<file path="config.mk">
export PLATFORM = sky130hd
export DESIGN_NAME = ex_stage_pipelined
export DESIGN_NICKNAME = d
export VERILOG_FILES = /design/src/rtl/ex_pkg.sv /design/src/rtl/ex_mul_iter.sv /design/src/rtl/ex_stage_pipelined.sv
export SDC_FILE = /design/constraint.sdc
export NUM_CORES = 2
export LEC_CHECK = 0
export CORE_MARGIN = 8
export CORE_UTILIZATION = 52
export CTS_CLUSTER_DIAMETER = 50
export CTS_CLUSTER_SIZE = 14
export DETAILED_ROUTE_END_ITERATION = 7
export DONT_BUFFER_PORTS = 1
export PLACE_DENSITY = 0.67
export SYNTH_ARGS = -nofsm -noshare
export SYNTH_HDL_FRONTEND = slang
export SYNTH_SLANG_ARGS = --single-unit
</file>
<file path="constraint.sdc">
create_clock -name clk -period 14.68 [get_ports clk]
set_input_delay 2.936 -clock clk [delete_from_list [all_inputs] [get_ports clk]]
set_output_delay 2.936 -clock clk [all_outputs]
set_load 0.02 [all_outputs]
</file>
<file path="src/rtl/ex_pkg.sv">
// Shared encodings for the execute stage: alu_op codes, R-type funct codes,
// FSM state and internal ALU control.
// Latency: n/a (types and constants only).  Backpressure: n/a.
package ex_pkg;

    // alu_op field as presented by decode
    typedef enum logic [1:0] {
        AOP_MEM   = 2'b00,  // LW/SW/ADDI: add immediate
        AOP_BEQ   = 2'b01,  // compare by subtraction
        AOP_RTYPE = 2'b10,  // operation chosen by funct
        AOP_RSVD  = 2'b11
    } alu_op_e;

    // R-type funct codes, taken from sign_ext[5:0]
    localparam logic [5:0] FN_ADD = 6'b000000;
    localparam logic [5:0] FN_SUB = 6'b000001;
    localparam logic [5:0] FN_MUL = 6'b000010;

    // Stage-level FSM
    typedef enum logic {
        IDLE     = 1'b0,
        MUL_BUSY = 1'b1
    } ex_state_e;

    // Resolved operation after decode
    typedef enum logic [1:0] {
        ALU_ADD = 2'b00,
        ALU_SUB = 2'b01,
        ALU_MUL = 2'b10,
        ALU_BAD = 2'b11
    } alu_ctl_e;

    // Width of the multiplier cycle counter; holds MUL_LATENCY-1 for 1..8
    localparam int MUL_CNT_W = 4;

    // Map alu_op/funct onto the ALU control; anything unrecognised is BAD
    function automatic alu_ctl_e decode_op(input logic [1:0] alu_op,
                                           input logic [5:0] funct);
        alu_ctl_e ctl;
        ctl = ALU_BAD;
        case (alu_op_e'(alu_op))
            AOP_MEM:   ctl = ALU_ADD;
            AOP_BEQ:   ctl = ALU_SUB;
            AOP_RTYPE: begin
                case (funct)
                    FN_ADD:  ctl = ALU_ADD;
                    FN_SUB:  ctl = ALU_SUB;
                    FN_MUL:  ctl = ALU_MUL;
                    default: ctl = ALU_BAD;
                endcase
            end
            default:   ctl = ALU_BAD;
        endcase
        return ctl;
    endfunction

endpackage

</file>
<file path="src/rtl/ex_mul_iter.sv">
// Multi-cycle unsigned multiplier (low DATA_W bits) with start/done/take handshake.
// Latency: done rises MUL_LATENCY-1 cycles after start (for MUL_LATENCY >= 2).
// Backpressure: once done, result is held (counter parked at 0) until take.
//
// Ports:
//   clk, reset   : clock, synchronous active-low reset
//   start        : capture a/b and begin counting
//   a, b         : operands, sampled only on start
//   take         : consumer accepts product this cycle (only meaningful with done)
//   done         : product valid and waiting
//   product      : low DATA_W bits of a*b
module ex_mul_iter
    import ex_pkg::*;
#(
    parameter int DATA_W      = 32,
    parameter int MUL_LATENCY = 3
) (
    input  logic              clk,
    input  logic              reset,
    input  logic              start,
    input  logic [DATA_W-1:0] a,
    input  logic [DATA_W-1:0] b,
    input  logic              take,
    output logic              done,
    output logic [DATA_W-1:0] product
);

    localparam logic [MUL_CNT_W-1:0] CNT_INIT = MUL_CNT_W'(MUL_LATENCY - 1);

    logic                 busy;
    logic [MUL_CNT_W-1:0] count;
    logic [DATA_W-1:0]    a_q;
    logic [DATA_W-1:0]    b_q;

    always_ff @(posedge clk) begin
        if (!reset) begin
            busy  <= 1'b0;
            count <= '0;
            a_q   <= '0;
            b_q   <= '0;
        end else if (start) begin
            busy  <= 1'b1;
            count <= CNT_INIT;
            a_q   <= a;
            b_q   <= b;
        end else if (busy) begin
            // count steps down every cycle and parks at 0 while the result waits
            if (count != '0) begin
                count <= count - 1'b1;
            end
            if (take) begin
                busy <= 1'b0;
            end
        end
    end

    // The result is presented at the edge where count reaches 0, so the
    // completing edge is the one seen with count == 1 (or later, parked at 0).
    // Together with the accept cycle this gives MUL_LATENCY cycles of occupancy.
    assign done    = busy && (count <= MUL_CNT_W'(1));

    // Operands are stable in a_q/b_q for the whole busy window, so the
    // product path has MUL_LATENCY-1 cycles to settle.
    assign product = a_q * b_q;

endmodule

</file>
<file path="src/rtl/ex_stage_pipelined.sv">
// Execute stage: ALU, zero flag, branch resolution and multi-cycle MUL, all outputs registered.
// Latency: 1 cycle for ADD/SUB/bad ops; MUL_LATENCY cycles for MUL (accept cycle included).
// Backpressure: ready_out drops while a MUL is in flight or the output slot is full and not drained.
//
// Ports:
//   clk, reset                     : clock, synchronous active-low reset
//   valid_in / ready_out           : decode -> execute handshake
//   rs, rt, sign_ext, pc           : operands (sign_ext[5:0] is funct for R-type)
//   alu_src, alu_op, branch        : decoded control
//   valid_out / ready_in           : execute -> memory handshake
//   result_out, zero_out           : ALU result and data1 == data2
//   branch_taken, branch_target    : branch resolution, target = pc + (sign_ext << BR_SHIFT)
//   pc_out                         : branch_target when taken, else pc
//   bad_op                         : reserved alu_op or unknown funct (result forced to 0)
// Optional: EX_FORWARD_EN adds fwd_rs_en, fwd_rt_en, fwd_data operand overrides.
module ex_stage_pipelined
    import ex_pkg::*;
#(
    parameter int DATA_W      = 32,
    parameter int MUL_LATENCY = 3,
    parameter int BR_SHIFT    = 2
) (
    input  logic              clk,
    input  logic              reset,
    input  logic              valid_in,
    output logic              ready_out,
    input  logic [DATA_W-1:0] rs,
    input  logic [DATA_W-1:0] rt,
    input  logic [DATA_W-1:0] sign_ext,
    input  logic [DATA_W-1:0] pc,
    input  logic              alu_src,
    input  logic [1:0]        alu_op,
    input  logic              branch,
`ifdef EX_FORWARD_EN
    input  logic              fwd_rs_en,
    input  logic              fwd_rt_en,
    input  logic [DATA_W-1:0] fwd_data,
`endif
    output logic              valid_out,
    input  logic              ready_in,
    output logic [DATA_W-1:0] result_out,
    output logic              zero_out,
    output logic              branch_taken,
    output logic [DATA_W-1:0] branch_target,
    output logic [DATA_W-1:0] pc_out,
    output logic              bad_op
);

    // Everything the stage presents downstream, registered as one unit
    typedef struct packed {
        logic [DATA_W-1:0] result;
        logic              zero;
        logic              taken;
        logic [DATA_W-1:0] target;
        logic [DATA_W-1:0] pc_sel;
        logic              bad;
    } ex_res_t;

    // ---------------------------------------------------------------
    // Operand selection
    // ---------------------------------------------------------------
    logic [DATA_W-1:0] op_a;
    logic [DATA_W-1:0] op_rt;
    logic [DATA_W-1:0] op_b;

`ifdef EX_FORWARD_EN
    assign op_a  = fwd_rs_en ? fwd_data : rs;
    assign op_rt = fwd_rt_en ? fwd_data : rt;
`else
    assign op_a  = rs;
    assign op_rt = rt;
`endif

    // Memory-class ops always use the immediate regardless of alu_src;
    // forwarding of rt happens before this mux.
    assign op_b = (alu_op == AOP_MEM) ? sign_ext : (alu_src ? sign_ext : op_rt);

    alu_ctl_e alu_ctl;
    assign alu_ctl = decode_op(alu_op, sign_ext[5:0]);

    // A single-cycle MUL uses a combinational product; otherwise the
    // iterative unit owns the multiply and this path is tied off.
    logic [DATA_W-1:0] mul_comb;
    generate
        if (MUL_LATENCY == 1) begin : g_mul_comb
            assign mul_comb = op_a * op_b;
        end else begin : g_mul_none
            assign mul_comb = '0;
        end
    endgenerate

    // ---------------------------------------------------------------
    // ALU and branch resolution for the operation at the input
    // ---------------------------------------------------------------
    ex_res_t res_d;

    always_comb begin
        res_d        = '0;
        res_d.zero   = (op_a == op_b);
        res_d.target = pc + (sign_ext << BR_SHIFT);
        res_d.taken  = branch && res_d.zero;
        res_d.pc_sel = res_d.taken ? res_d.target : pc;
        case (alu_ctl)
            ALU_ADD: res_d.result = op_a + op_b;
            ALU_SUB: res_d.result = op_a - op_b;
            ALU_MUL: res_d.result = mul_comb;
            default: begin
                res_d.result = '0;
                res_d.bad    = 1'b1;
            end
        endcase
    end

    // ---------------------------------------------------------------
    // Handshake
    // ---------------------------------------------------------------
    ex_state_e state_q;
    ex_state_e state_d;
    logic      valid_q;
    logic      slot_free;
    logic      accept;
    logic      mul_multi;
    logic      mul_start;
    logic      load_now;
    logic      mul_done;
    logic      mul_take;
    logic [DATA_W-1:0] mul_product;

    // Output register can take a new result if empty or being drained now
    assign slot_free = !valid_q || ready_in;
    assign ready_out = (state_q == IDLE) && slot_free;
    assign accept    = valid_in && ready_out;

    assign mul_multi = (alu_ctl == ALU_MUL) && (MUL_LATENCY > 1);
    assign mul_start = accept && mul_multi;
    assign load_now  = accept && !mul_multi;
    assign mul_take  = (state_q == MUL_BUSY) && mul_done && slot_free;

    ex_mul_iter #(
        .DATA_W      (DATA_W),
        .MUL_LATENCY (MUL_LATENCY)
    ) u_mul (
        .clk     (clk),
        .reset   (reset),
        .start   (mul_start),
        .a       (op_a),
        .b       (op_b),
        .take    (mul_take),
        .done    (mul_done),
        .product (mul_product)
    );

    // ---------------------------------------------------------------
    // FSM
    // ---------------------------------------------------------------
    always_ff @(posedge clk) begin
        if (!reset) begin
            state_q <= IDLE;
        end else begin
            state_q <= state_d;
        end
    end

    always_comb begin
        state_d = state_q;
        case (state_q)
            IDLE:     if (mul_start) state_d = MUL_BUSY;
            MUL_BUSY: if (mul_take)  state_d = IDLE;
            default:  state_d = IDLE;
        endcase
    end

    // ---------------------------------------------------------------
    // Pending fields for an in-flight MUL and the output register
    // ---------------------------------------------------------------
    // Flags, target and pc_out of a MUL are resolved from the operands at
    // accept and parked here; only the product arrives later.
    ex_res_t pend_q;
    ex_res_t out_q;

    always_ff @(posedge clk) begin
        if (!reset) begin
            pend_q <= '0;
        end else if (mul_start) begin
            pend_q <= res_d;
        end
    end

    always_ff @(posedge clk) begin
        if (!reset) begin
            out_q   <= '0;
            valid_q <= 1'b0;
        end else if (load_now) begin
            out_q   <= res_d;
            valid_q <= 1'b1;
        end else if (mul_take) begin
            out_q        <= pend_q;
            out_q.result <= mul_product;
            valid_q      <= 1'b1;
        end else if (ready_in) begin
            // drained with nothing new behind it; data held, only valid drops
            valid_q <= 1'b0;
        end
    end

    assign valid_out     = valid_q;
    assign result_out    = out_q.result;
    assign zero_out      = out_q.zero;
    assign branch_taken  = out_q.taken;
    assign branch_target = out_q.target;
    assign pc_out        = out_q.pc_sel;
    assign bad_op        = out_q.bad;

endmodule

</file>
======== Word-level counts from Yosys, hierarchy flattened ========
Cells that the tools add are included.
storage, ports and cells
  bits in registers ....................... 237
  input port bits ......................... 136
  output and inout port bits .............. 101
  logic and storage cells ................. 76
cells by class
  $add $sub $neg .......................... 4
  multiply operators ...................... 1
  magnitude comparators ................... 1
  equal/unequal tests ..................... 7
  multiplexer cells ....................... 20
  bitwise logic cells ..................... 2
  reduce and logical (&&, ||, !) cells .... 23
operators by type and width
  cell                 count
  $mux 99              2
  $mux 32              3
  $add 32x32->32       2
  $pmux 32 s2          1
  $eq 32x32->1         1
  $mul 32x32->32       1
  $sub 32x32->32       1
  $pmux 2 s3           2
  $logic_and 1x1->1    8
  $mux 1               8
  $eq 6x1->1 const B   1
  $eq 6x2->1 const B   1
  $logic_not 6->1      1
  $mux 2               3
  $reduce_bool 2->1    3
  $eq 2x1->1 const B   2
  $eq 2x2->1 const B   2
  $le 4x1->1 const B   1
  $logic_not 2->1      2
  $reduce_and 2->1     2
  $reduce_bool 4->1    1
  $sub 4x1->4 const B  1
  $reduce_bool 3->1    1
  $reduce_or 3->1      1
  other kinds (5)      7

======== Depth between registers and ports, before layout ========
  word-level depth ........................ 7
  gate-level depth with buffers ........... 29

======== Modules after synthesis ========
A second synthesis with hierarchy kept.
unflattened totals
  cells, all modules ...................... 3642
  area total of the unflattened synthesis .. 30847.1 um2
modules (own cells, without submodules)
  module              instances  cells an instance  area an instance (um2)  seq. area each (um2)
  ex_mul_iter         1          1982               18425.2                 1381.3
  ex_stage_pipelined  1          1660               12421.9                 3283.1

======== Worst setup path after synthesis ========
Ideal clock, no wire load.
  path type ............................... reg-to-reg
  start point ............................. register u_mul.b_q[5]
  end point ............................... register out_q, in the netlist result_out[31]
  library setup time ...................... 0.079 ns
  arrival ................................. 6.808 ns
  required time ........................... 14.601 ns
  setup slack ............................. 7.793 ns
  cell stages (with the launch flop) ...... 25
  path buffers ............................ 2
  clock period less this slack ............ 6.887 ns
  path through ............................ dfxtp_1 clkbuf_1 clkbuf_1 and2_1 fa_1 fa_1 fa_1 inv_1 fa_1 inv_1 fa_1 fa_1 fa_1 fa_1 ha_1 and2_1 and3_1 and4_1 and3_1 a221oi_1 o31ai_1 xnor2_1 o21ai_0 nand3_1 o211ai_1
between the ends
  word-level cells in the longest chain between the ends .. 3
ends and longest elaborated chain
  element                 RTL line                   source
  from (decl)             ex_mul_iter.sv:33          logic [DATA_W-1:0] b_q;
  from (signal assigned)  ex_mul_iter.sv:40          b_q <= '0;
  from (signal assigned)  ex_mul_iter.sv:45          b_q <= b;
  $mul 32x32->32          ex_mul_iter.sv:64          assign product = a_q * b_q;
  $mux 99                 ex_stage_pipelined.sv:196  end else if (mul_take) begin
  $mux 99                 ex_stage_pipelined.sv:193  end else if (load_now) begin
  to (signal assigned)    ex_stage_pipelined.sv:194  out_q <= res_d;
  to (signal assigned)    ex_stage_pipelined.sv:197  out_q <= pend_q;
  to (decl)               ex_stage_pipelined.sv:179  ex_res_t out_q;
Every way passes these cells. The select of a mux whose other input is x is not followed.
A chain may end at the register's enable or synchronous reset.

======== Worst setup path after layout ========
Ends and elaborated chain as after synthesis.

==> metrics.csv <==
metric;value;unit
outcome;completed;
yosys_warnings;0;
antenna_found_initial;2;
worst_pin_slew;1.06;ns
fin_crit_sh;55.0;%
post_cts_resized;0;
core;57600;um2
clkLatencyLatePin;0.58;ns
wl_per_cell;21.8;um
drt_iter0_drc;1724;
clk_pin_slew;0.06;ns
p_sw;0.618;mW
synth_top_area_cell;fa_1;
grt_overflow_total;0;
synthToLayoutAreaGrowth;4.04;%
fillCellCount;5393;
cts_buffers;27;
p_int;1.16;mW
p_seq_share;40.8;%
synth_nets;4412;
hold_path_class;reg -> reg;
slew_headroom;28.9;%
max_freq;124;MHz
combPwrFrac;22.4;%
clock-sinks;233;
postRouteAntennaNets;0;
numPortBuffers;0;
synth_area_leaders;fa_1 (27%), dfxtp_1 (15%), ha_1 (8.8%);
grt_pass1_vias;24900;
finalCriticalPeriod;8.08;ns
rsz0062_at_grt;false;
seq_area_frac_synth;15.4;%
routed_wl;93200;um
cts_tree;yes;
setup_viol;0;
fin_util;54.7;%
synth_edf_count;0;
start_util;52.6;%
synth.top_cell.area_share;27.2;%
multiInputGateArea;23000;um2
hold_ws;0.453;ns
post_drt_via_cell_ratio;5.82;
crit_path_start;u_mul.b_q[5]$_SDFFE_PN0P_;
peakVddDrop;88.7;uV
final-seq-area;4660;um2
fp.dieW;257;um
slew_viol_final;0;
synthFlopType;dfxtp_1;
clock_path_buffers;3;
cts_max_level;1;
die_h;257;um
final_nets;4253;
switching_share;34.7;%
synth_cell_types;81;
final.setup_skew;0.0427;ns
ff2ff_setup_slack;6.60;ns
worstRegToRegCells;24;
syn_inst;3651;
synth_area_per_cell;8.29;um2
gp_congestion;0.927;
hold_viol;0;
io_pins;237;
place_ws;6.51;ns
netlist_area;30300;um2
grt_util_all_layers;27.8;%
hpwl;71500;um
vias;24900;
dr.pass1.iters;7;
grt_max_degree;90;
crit_fanout;28;
drc_errors;0;
final.setup.worst_slack;6.60;ns
r2r-end;result_out[31]$_SDFFE_PN0P_;
cp-start-kind;flop;
crit_end;result_out[31]$_SDFFE_PN0P_;
fin_tns_setup;0;ns
synth_async_sr_flop_share;0;%
synth_seq_cells;233;
row_count;88;
power.leakage;14.2;nW
die_area;66200;um2
grt_pass1_wl;146000;um
p_per_area;56.5;nW/um2
postCtsSetupBuffers;0;
critPathCaptureType;flop;
worst_ep_required_time;15.15;ns
r2r-start;u_mul.b_q[5]$_SDFFE_PN0P_;
cap_violations;0;
drive_gt1_share;3.53;%
cts_root_buf;clkbuf_16;
path_class;reg -> reg;
arrival;8.54;ns
ctsHoldBuffers;0;
clockPowerShare;36.8;%
==> synth_stat cells (all sizes together) (30+ instances only) <==
| cell type | number |
|---|---|
| fa | 411 |
| a21o | 30 |
| xnor2 | 91 |
| a21oi | 221 |
| nor2 | 173 |
| nand2 | 568 |
| dfxtp | 233 |
| mux2i | 57 |
| clkbuf | 187 |
| and3 | 32 |
| nor3 | 30 |
| ha | 214 |
| o21ai | 128 |
| inv | 449 |
| a311oi | 32 |
| and2 | 317 |
| nand3 | 39 |
| buf | 44 |
| a211oi | 80 |
==> cell usage in the layout (no fill, tap or decap), types with 43 or more instances in the layout <==
cell type,instances
dfxtp_1,233
buf_4,43
mux2i_1,57
xnor2_1,91
nor2_1,173
a21oi_1,218
o21ai_0,105
ha_1,214
inv_1,443
a211oi_1,76
and2_1,317
nand2_1,566
fa_1,411
==> per-stage QoR <==
stage               instances  total power [mW]  cell area, um2
CTS                      4273              1.78           31500
finish                   4274              1.78           31500
detailed placement       4228              1.13           30600
global placement         4228              1.13           30600
floorplan                3651              1.02           30300
global route             4273              1.85           31500
==> power by group through the flow <==
stage	logic, mW	clock network (mW)	registers [mW]
finish	0.399	0.654	0.726
global route	0.437	0.686	0.730
CTS	0.392	0.665	0.727
detailed placement	0.389	0	0.740
global placement	0.391	0	0.740
floorplan	0.303	0	0.722
==> logic make-up (layout without fill, tap and decap cells) <==
| family | count (synthesis) | after routing | share of synthesized area, % |
|---|---|---|---|
| flip-flops | 233 | 233 | 15.4 |
| XOR/XNOR | 118 | 118 | 3.46 |
| other | 0 | 1 | 0 |
| multiplexers | 61 | 61 | 2.03 |
| AND/OR/NAND/NOR | 1250 | 1250 | 19.5 |
| adder cells (fa/ha/maj) | 625 | 625 | 36.0 |
| buffers and inverters | 680 | 537 | 8.70 |
| AO/OA/AOI/OAI | 684 | 684 | 14.8 |
==> cell type report <==
class | count | share of cell area, %
antenna | 1 | 0.00795
clock buffer | 32 | 2.27
clock inverter | 13 | 0.413
inverter | 449 | 5.37
multi-input combinational | 2738 | 73.1
sequential | 233 | 14.8
tap | 765 | 3.04
timing repair buffer | 43 | 1.03
==> worst max-delay path, cell delays in order, from the launching register on <==
cell      delay, ns
dfxtp_1        1.01
and2_1         0.27
fa_1           0.42
fa_1           0.50
fa_1           0.52
inv_1          0.05
fa_1           0.47
inv_1          0.06
fa_1           0.51
inv_1          0.06
fa_1           0.53
inv_1          0.05
fa_1           0.50
fa_1           0.42
ha_1           0.36
a21oi_1        0.20
o21ai_0        0.14
a21o_1         0.19
a21o_1         0.16
a221oi_1       0.80
o31ai_1        0.19
xnor2_1        0.17
o21ai_0        0.15
nand3_1        0.09
o211ai_1       0.14
==> how the worst min path moves through the flow <==
stage,from,endpoint,slack (ns),cells after the start
after detailed placement,pend_q[39]$_SDFFE_PN0P_,pend_q[39]$_SDFFE_PN0P_,0.45,2
after global routing,pend_q[57]$_SDFFE_PN0P_,pend_q[57]$_SDFFE_PN0P_,0.47,2
after CTS,pend_q[45]$_SDFFE_PN0P_,branch_target[12]$_SDFFE_PN0P_,0.45,2
final,pend_q[66]$_SDFFE_PN0P_,pend_q[66]$_SDFFE_PN0P_,0.45,2
after floorplan,pend_q[49]$_SDFFE_PN0P_,pend_q[49]$_SDFFE_PN0P_,0.43,2
after global placement,pend_q[66]$_SDFFE_PN0P_,pend_q[66]$_SDFFE_PN0P_,0.44,2
==> layer usage <==
metal	global-route usage (%)	wire length [um]	vias up
met5	0	1	-
met4	9.11	3350	2
met3	6.49	8740	159
met2	44.7	42700	939
met1	36.6	38400	12300
li1	-	-	11500
==> registers in the layout, summed over array words and instances (netlist names), 4 cells and up <==
register       cells
u_mul.b_q         32
branch_target     32
result_out        32
pc_out            30
u_mul.count        4
u_mul.a_q         32
pend_q            65
No activity file was read; power rests on OpenSTA's default activity.
